$ cat src/rtl/out_requant.sv
// Output requantizer: reads 4x16-bit partial sums, round-shifts and saturates to 4x8-bit, writes packed words.
// Optional macro RELU_EN clamps negative results to zero after saturation.
module out_requant #(
  parameter int LANES = 4,
  parameter int IW    = 16,
  parameter int OW    = 8,
  parameter int AW    = 4
) (
  input  logic                  CLK,
  input  logic                  RSTN,
  input  logic                  START,
  input  logic [11:0]           MNT,
  input  logic [3:0]            SHIFT,
  output logic                  BUSY,
  output logic                  DONE,
  output logic                  EN_O,
  output logic                  RW_O,
  output logic [AW-1:0]         ADDR_O,
  input  logic [LANES*IW-1:0]   RDATA_O,
  output logic                  EN_D,
  output logic                  WE_D,
  output logic [AW-1:0]         ADDR_D,
  output logic [LANES*OW-1:0]   WDATA_D
);

  typedef enum logic [1:0] {IDLE, READ, DRAIN, FIN} state_t;

  localparam logic signed [IW:0] SatMax = (IW+1)'(2**(OW-1) - 1);
  localparam logic signed [IW:0] SatMin = (IW+1)'(-(2**(OW-1)));

  state_t               state_q;
  logic [AW-1:0]        num_q;
  logic [3:0]           shift_q;
  logic                 busy_q, done_q, enO_q, enD_q;
  logic [AW-1:0]        addrO_q, addrD_q;
  logic                 rdv_q;
  logic [AW-1:0]        rdAddr_q;
  logic [LANES*OW-1:0]  wdata_q, wdata_d;

  // One extra bit of headroom keeps the rounding add from wrapping at the positive extreme.
  function automatic logic [OW-1:0] requant(input logic [IW-1:0] x, input logic [3:0] sh);
    logic signed [IW:0] acc;
    logic signed [IW:0] rnd;
    logic [OW-1:0]      sat;
    acc = $signed({x[IW-1], x});
    rnd = '0;
    if (sh != 4'd0) rnd[sh - 4'd1] = 1'b1;
    acc = (acc + rnd) >>> sh;
    if (acc > SatMax)      sat = SatMax[OW-1:0];
    else if (acc < SatMin) sat = SatMin[OW-1:0];
    else                   sat = acc[OW-1:0];
`ifdef RELU_EN
    if (sat[OW-1]) sat = '0;
`else
`endif
    return sat;
  endfunction

  always_comb begin
    wdata_d = '0;
    for (int i = 0; i < LANES; i++) begin
      wdata_d[i*OW +: OW] = requant(RDATA_O[i*IW +: IW], shift_q);
    end
  end

  // DONE is registered from FIN, so DRAIN needs only one cycle for the last write to land in FIN.
  always_ff @(posedge CLK or negedge RSTN) begin
    if (!RSTN) begin
      state_q <= IDLE;
      num_q   <= '0;
      shift_q <= '0;
      busy_q  <= 1'b0;
      done_q  <= 1'b0;
      enO_q   <= 1'b0;
      addrO_q <= '0;
    end else begin
      done_q <= 1'b0;
      case (state_q)
        IDLE: begin
          if (START) begin
            num_q   <= AW'(MNT[11:8]);
            shift_q <= SHIFT;
            busy_q  <= 1'b1;
            if (MNT[11:8] == 4'd0) begin
              state_q <= FIN;
            end else begin
              state_q <= READ;
              enO_q   <= 1'b1;
              addrO_q <= '0;
            end
          end
        end
        READ: begin
          if (addrO_q == num_q - AW'(1)) begin
            enO_q   <= 1'b0;
            state_q <= DRAIN;
          end else begin
            addrO_q <= addrO_q + AW'(1);
          end
        end
        DRAIN: state_q <= FIN;
        FIN: begin
          busy_q  <= 1'b0;
          done_q  <= 1'b1;
          state_q <= IDLE;
        end
        default: state_q <= IDLE;
      endcase
    end
  end

  always_ff @(posedge CLK or negedge RSTN) begin
    if (!RSTN) begin
      rdv_q    <= 1'b0;
      rdAddr_q <= '0;
      enD_q    <= 1'b0;
      addrD_q  <= '0;
      wdata_q  <= '0;
    end else begin
      rdv_q    <= enO_q;
      rdAddr_q <= addrO_q;
      enD_q    <= rdv_q;
      if (rdv_q) begin
        addrD_q <= rdAddr_q;
        wdata_q <= wdata_d;
      end
    end
  end

  assign BUSY    = busy_q;
  assign DONE    = done_q;
  assign EN_O    = enO_q;
  assign RW_O    = 1'b0;
  assign ADDR_O  = addrO_q;
  assign EN_D    = enD_q;
  assign WE_D    = enD_q;
  assign ADDR_D  = addrD_q;
  assign WDATA_D = wdata_q;

endmodule

$ cat config.mk
export PLATFORM = sky130hd
export DESIGN_NAME = out_requant
export DESIGN_NICKNAME = d
export VERILOG_FILES = /design/src/rtl/out_requant.sv
export SDC_FILE = /design/constraint.sdc
export NUM_CORES = 1
export LEC_CHECK = 0
export ABC_AREA = 1
export CORE_UTILIZATION = 63
export DETAILED_ROUTE_END_ITERATION = 6
export PLACE_DENSITY = 0.89
export SLEW_MARGIN = 20
export SYNTH_ARGS = -nofsm -noshare
export SYNTH_HDL_FRONTEND = slang
export SYNTH_SLANG_ARGS = --single-unit
$ cat constraint.sdc
create_clock -name CLK -period 6.2 [get_ports CLK]
set_input_delay 0.93 -clock CLK [delete_from_list [all_inputs] [get_ports CLK]]
set_output_delay 0.93 -clock CLK [all_outputs]
set_load 0.005 [all_outputs]
==> out/results.ini, run 1 <==
[status]
status=complete, no violations

[synthesis]
synth-edff-count=0
synth_cells=1824
syn_area_sq_mm=0.00991
synth.distinct_cells=56
synth-seq-cells=59
syn_avg_cell_area_sq_um=5.43
ys_warn_count=0
yosys.area.top_type=nand2_1
async_flop_share_pct=100
synth_area_leaders=nand2_1, nand3_1, dfrtp_1, inv_1, ha_1
seq_area_frac_synth_pct=14.9
synth_ff_type=dfrtp_1
synth_top_area_share_pct=22.5

[critical_path]
critPathArrivalTime_ns=5.22
crit_type=reg -> reg
cp-end-kind=register
cp_data_required_time_ns=6.45
cp_max_fo=21
start_kind=register

[die]
coreArea_sq_mm=0.0153
die_h_microns=127
die_w_microns=127
start_util_pct=65.0
fp-row-count=45
die_area_sq_mm=0.0162
ios=129

[grt]
grt_pass1_vias=12400
grt.overflow.total=0
grt_max_degree=76
grt_pass1_wl_microns=57400
grt_usage_pct=44.1
antenna_found_initial=0

[sta]
worst_slew_pin_slew_ns=0.971
fmax_ghz=0.201
hold_viol_final=0
slew_violations=0
fin_crit_sh_pct=80.3
finalClockSkew_ns=0.00564
relSlewSlack_pct=35.2
rsz0062_at_grt=false
hold_ws_ns=0.421
setup_violations=0
final.setup.tns_ns=0
fin_crit_ns=4.98

[finish]
fin_util_pct=75.4
area_growth_pct=16.0
drive_above_1_share_pct=4.91
fin_nets=2042
stdcell_area_sq_mm=0.0115
antenna_cells=0

[placement]
gp_congestion=1.09
portBuffers=119
place_area_sq_mm=0.0112
dp_hpwl_microns=27000

[routing]
routedWlPerCell_microns=16.8
routed_via_density=6.16
drt-met1-wl_microns=12700
routed_wl_microns=35600
drc=0
dr_wl_met3_microns=3680
firstDrtPassIters=7
drtIter0Drc=1335
vias=13100
antenna_left=0
highest_layer=met4
met2_length_microns=16700

[clock_network]
root_buffer=clkbuf_16
clock-sinks=59
htreeDepth=3
cts_buffers=9
path_clk_slew_ns=0.05
cts_resized=0
cts_buffer_depth=2
clock_latency_ns=0.32
cts_tree=built
postCtsSetupBuffers=0
hold_buffers=0

[hold_path]
hp-class=reg -> reg

[pwr]
leakagePower_uw=0.00617
cellPowerDensity_mw_per_mm2=494
peakVddDrop_mv=0.302

[flow_run]
max_cap_viol_count=0

routing by layer:
metal / vias up / track usage [%]
li1: 6200 / -
met1: 5793 / 48.8
met2: 842 / 75.6
met3: 253 / 9.80
met4: 0 / 30.2
met5: - / 0
synthesized netlist by cell type (5+ instances only):
| cell | n |
|---|---|
| a21oi_1 | 92 |
| and2_1 | 9 |
| buf_1 | 18 |
| buf_2 | 9 |
| buf_4 | 5 |
| clkbuf_1 | 29 |
| dfrtp_1 | 59 |
| ha_1 | 50 |
| inv_1 | 194 |
| inv_2 | 11 |
| nand2_1 | 593 |
| nand2_2 | 23 |
| nand3_1 | 354 |
| nand4_1 | 26 |
| nor2_1 | 134 |
| nor2_2 | 11 |
| nor2_4 | 7 |
| nor3_1 | 19 |
| o21ai_0 | 76 |
| o21ai_1 | 6 |
| o21bai_1 | 5 |
| o221ai_1 | 10 |
| xnor2_1 | 5 |
| xor2_1 | 20 |
kinds of logic after synthesis:
group,share of synthesized area [%]
simple gates,52.7
buf+inv,10.6
compound gates,13.0
flops,14.9
fa+ha+maj,6.31
xor+xnor,2.21
mux,0.202
other cells,0.0378
final cells by class:
class	instances	area [sq um]
clock buffers	13	260
clock inverters	2	35.0
fillers	1325	3760
inverters	208	785
multi-input cells	1499	7400
flip-flops and latches	59	1480
well taps	211	264
repair buffers	132	1280
state kept, by name (all words and copies together) (netlist names), 2 cells and up:
| register | flops |
|---|---|
| ADDR_D | 4 |
| state_q | 2 |
| rdAddr_q | 4 |
| shift_q | 4 |
| WDATA_D | 32 |
| num_q | 4 |
| ADDR_O | 4 |
cell usage in the layout, fill, tap and decap left out, types with 11 or more instances in the layout:
master	instances
nor2_1	134
ha_1	50
nand2_2	23
xor2_1	20
nand2_1	593
nand3_1	354
inv_1	194
nor2_2	11
inv_2	11
buf_4	13
nand4_1	26
clkdlybuf4s50_1	118
nor3_1	19
dfrtp_1	57
a21oi_1	92
o21ai_0	76
report_power, final:
group | internal (uW) | switching, uW
Combinational | 1490 | 2990
Clock | 330 | 169
Sequential | 549 | 156
per-stage QoR:
stage / std cells / worst slack [ns] / total power (uW)
2_1_floorplan: 1828 / 2.21 / 3740
6_report: 2124 / 1.22 / 5690
3_5_place_dp: 2109 / 1.47 / 4950
5_1_grt: 2124 / 0.860 / 6140
3_3_place_gp: 2109 / 1.62 / 4830
4_1_cts: 2124 / 1.41 / 5500
path summary, 6_finish.rpt:
| path | startpoint | endpoint | slack, ns | depth (start not counted) |
|---|---|---|---|---|
| worst max-delay path | shift_q[2] | WDATA_D[12] | 1.22 | 25 |
| worst min-delay path | EN_O | rdv_q | 0.42 | 0 |
| worst max register to register | shift_q[2] | WDATA_D[12] | 1.22 | 25 |
| worst min register to register | EN_O | rdv_q | 0.42 | 0 |
| max in group asynchronous | RSTN | shift_q[0] | 4.88 | 2 |
| min in group asynchronous | RSTN | WDATA_D[28] | 0.76 | 2 |
critical path: stages, from the launching register on:
cell	delay (ns)
dfrtp_1	0.74
inv_4	0.41
nand2_1	0.15
a21oi_1	0.25
nand2_1	0.08
inv_1	0.30
ha_1	0.36
a21oi_1	0.39
o21ai_0	0.21
a221oi_1	0.45
nand2_1	0.14
nand2_1	0.11
nand2_2	0.10
inv_2	0.10
nand2_1	0.07
nand2_1	0.12
nand2_1	0.05
nand2_1	0.13
nand2_1	0.09
nand2_1	0.09
nand2_1	0.07
nor2_1	0.09
nand2_1	0.07
nand2_2	0.12
nand2_1	0.07
a21oi_1	0.15
(Power assumes the default switching activity.)
==> inputs of run 2 (changes only) <==
Settings changed: CORE_UTILIZATION 63 to 52, PLACE_DENSITY 0.89 to 0.79.
Clock period 6.2 ns to 4.4 ns, I/O delays scaled along.
==> run 2 against run 1 <==
Sequential share of layout area down 0.19 points. Clock-buffer cell count down 2. Non-clock buffer count up 13. Final cell count up 1.7%. Maximum frequency up 22%. First-iteration DRC count down 24%.
==> out/results.ini, run 2 (synthesized netlist as in run 1, its figures left out) <==
[finish]
final_common_cell=nand2_1
area_growth_pct=17.8
stdcell_area_sq_mm=0.0117
largest_reg_flops=32
fin_nets=2055
final_cell_mix=nand2_1, nand3_1, inv_1
antenna_cells=0
fin_util_pct=62.4
fillers=1906
drive_above_1_share_pct=6.12

[sta]
hold_viol_final=0
fin_crit_sh_pct=92.5
fmax_ghz=0.246
setup_violations=0
relSlewSlack_pct=51.2
final.setup.tns_ns=0
finalClockSkew_ns=0.00639
fin_crit_ns=4.07
rsz0062_at_grt=false
slew_violations=0
worst_slew_pin_slew_ns=0.733
hold_ws_ns=0.393

[status]
status=complete, no violations

[routing]
routed_wl_microns=34100
vias=12500
firstDrtPassIters=6
drtIter0Drc=1014
routedWlPerCell_microns=15.8
routed_via_density=5.77
drc=0
antenna_left=0

[clock_network]
postCtsSetupBuffers=0
cts_resized=0
clock-sinks=59
clock_latency_ns=0.32
htreeDepth=3
cts_buffer_depth=2
path_clk_slew_ns=0.05
cts_buffers=9
hold_buffers=0
cts_tree=built
root_buffer=clkbuf_16

[pwr]
p_sw_share_pct=56.7
seqPwrFrac_pct=12.0
power.total_uw=7870
peakVddDrop_mv=0.375
cellPowerDensity_mw_per_mm2=674
internal_power_uw=3410
leakagePower_uw=0.00624
p_comb_share_pct=79.1
p_sw_uw=4460
p_clk_share_pct=8.8

[die]
fp-row-count=50
die_area_sq_mm=0.0196
die_h_microns=140
coreArea_sq_mm=0.0187
ios=129
die_w_microns=140
start_util_pct=53.0

[critical_path]
worst-path-buf-inv=1
cp_max_fo=9
slowest_delay_ns=0.49
cp_cell_sequence=nor2_2 -> nand2_1 -> a21oi_2 -> nand2_1 -> inv_1 -> ha_1 -> a21oi_1 -> o21ai_0 -> a21oi_1 -> nand3_1 -> nand3_1 -> nand3_1 -> nand3_1 -> nand2_1 -> nand2_1 -> nand2_1 -> nor2_1 -> nand3_1 -> a21oi_2 -> a21oi_1
start_kind=register
slowest_stage=dfrtp_2
crit_family=compound AO/OA/AOI/OAI gates
crit_type=reg -> reg
critPathArrivalTime_ns=4.26
cp_data_required_time_ns=4.59
cp-end-kind=register

[placement]
gp_congestion=1.01
portBuffers=119
place_area_sq_mm=0.0113
dp_hpwl_microns=27300

[hold_path]
hp-class=reg -> reg

[grt]
grt.overflow.total=0
grt_usage_pct=35.0
grt_pass1_vias=11800
antenna_found_initial=0
grt_max_degree=72
grt_pass1_wl_microns=55400

[flow_run]
max_cap_viol_count=0

==> run 2: changes by cell type in the layout (fill, tap and decap cells not counted), moves of 2 or more <==
cell | before | now
a21oi_2 | 2 | 4
inv_1 | 194 | 191
inv_2 | 11 | 14
a21oi_1 | 92 | 90
buf_6 | 0 | 2
clkinv_2 | 2 | 4
buf_4 | 13 | 23
a221oi_2 | 0 | 2
a221oi_1 | 3 | 1
==> run 2: metal layers <==
metal	share of wire [%]	wire, microns	track usage (%)	up-vias
li1	-	-	-	6235
met5	0	0	0	-
met1	40	13600	39.9	5646
met3	5.2	1790	3.62	122
met2	49	16900	64.2	466
met4	5.4	1850	19.1	0
==> run 2: power by group through the flow <==
stage	logic [uW]	clock network [uW]	registers (uW)
final	6230	694	948
after CTS	6110	701	946
after global placement	5990	0	939
after global routing	6960	725	978
after detailed placement	6070	0	949
after floorplan	4350	0	922
==> run 2: cell type report <==
type	count	area [sq um]	area share, %
clock inverters	5	52.6	0.450
flip-flops and latches	59	1480	12.7
repair buffers	145	1400	12.0
clock buffers	11	243	2.08
multi-input cells	1499	7420	63.6
inverters	208	785	6.72
well taps	234	293	2.51
==> run 2: metrics by stage <==
| step | worst slack [ns] | cells |
|---|---|---|
| floorplan | 0.407 | 1828 |
| global placement | 0.278 | 2145 |
| detailed placement | 0.141 | 2145 |
| CTS | 0.123 | 2161 |
| global route | 0.00102 | 2161 |
| finish | 0.328 | 2161 |
==> run 2: path summary, 6_finish.rpt <==
| check | start | endpoint | slack [ns] | cells past startpoint |
|---|---|---|---|---|
| setup reg to reg | shift_q[1] | WDATA_D[19] | 0.33 | 20 |
| hold reg to reg | EN_O | rdv_q | 0.39 | 0 |
| hold / removal | EN_O | rdv_q | 0.39 | 0 |
| min in group asynchronous | RSTN | WDATA_D[25] | 0.48 | 2 |
| setup / recovery | shift_q[1] | WDATA_D[19] | 0.33 | 20 |
| max in group asynchronous | RSTN | shift_q[0] | 3.39 | 2 |
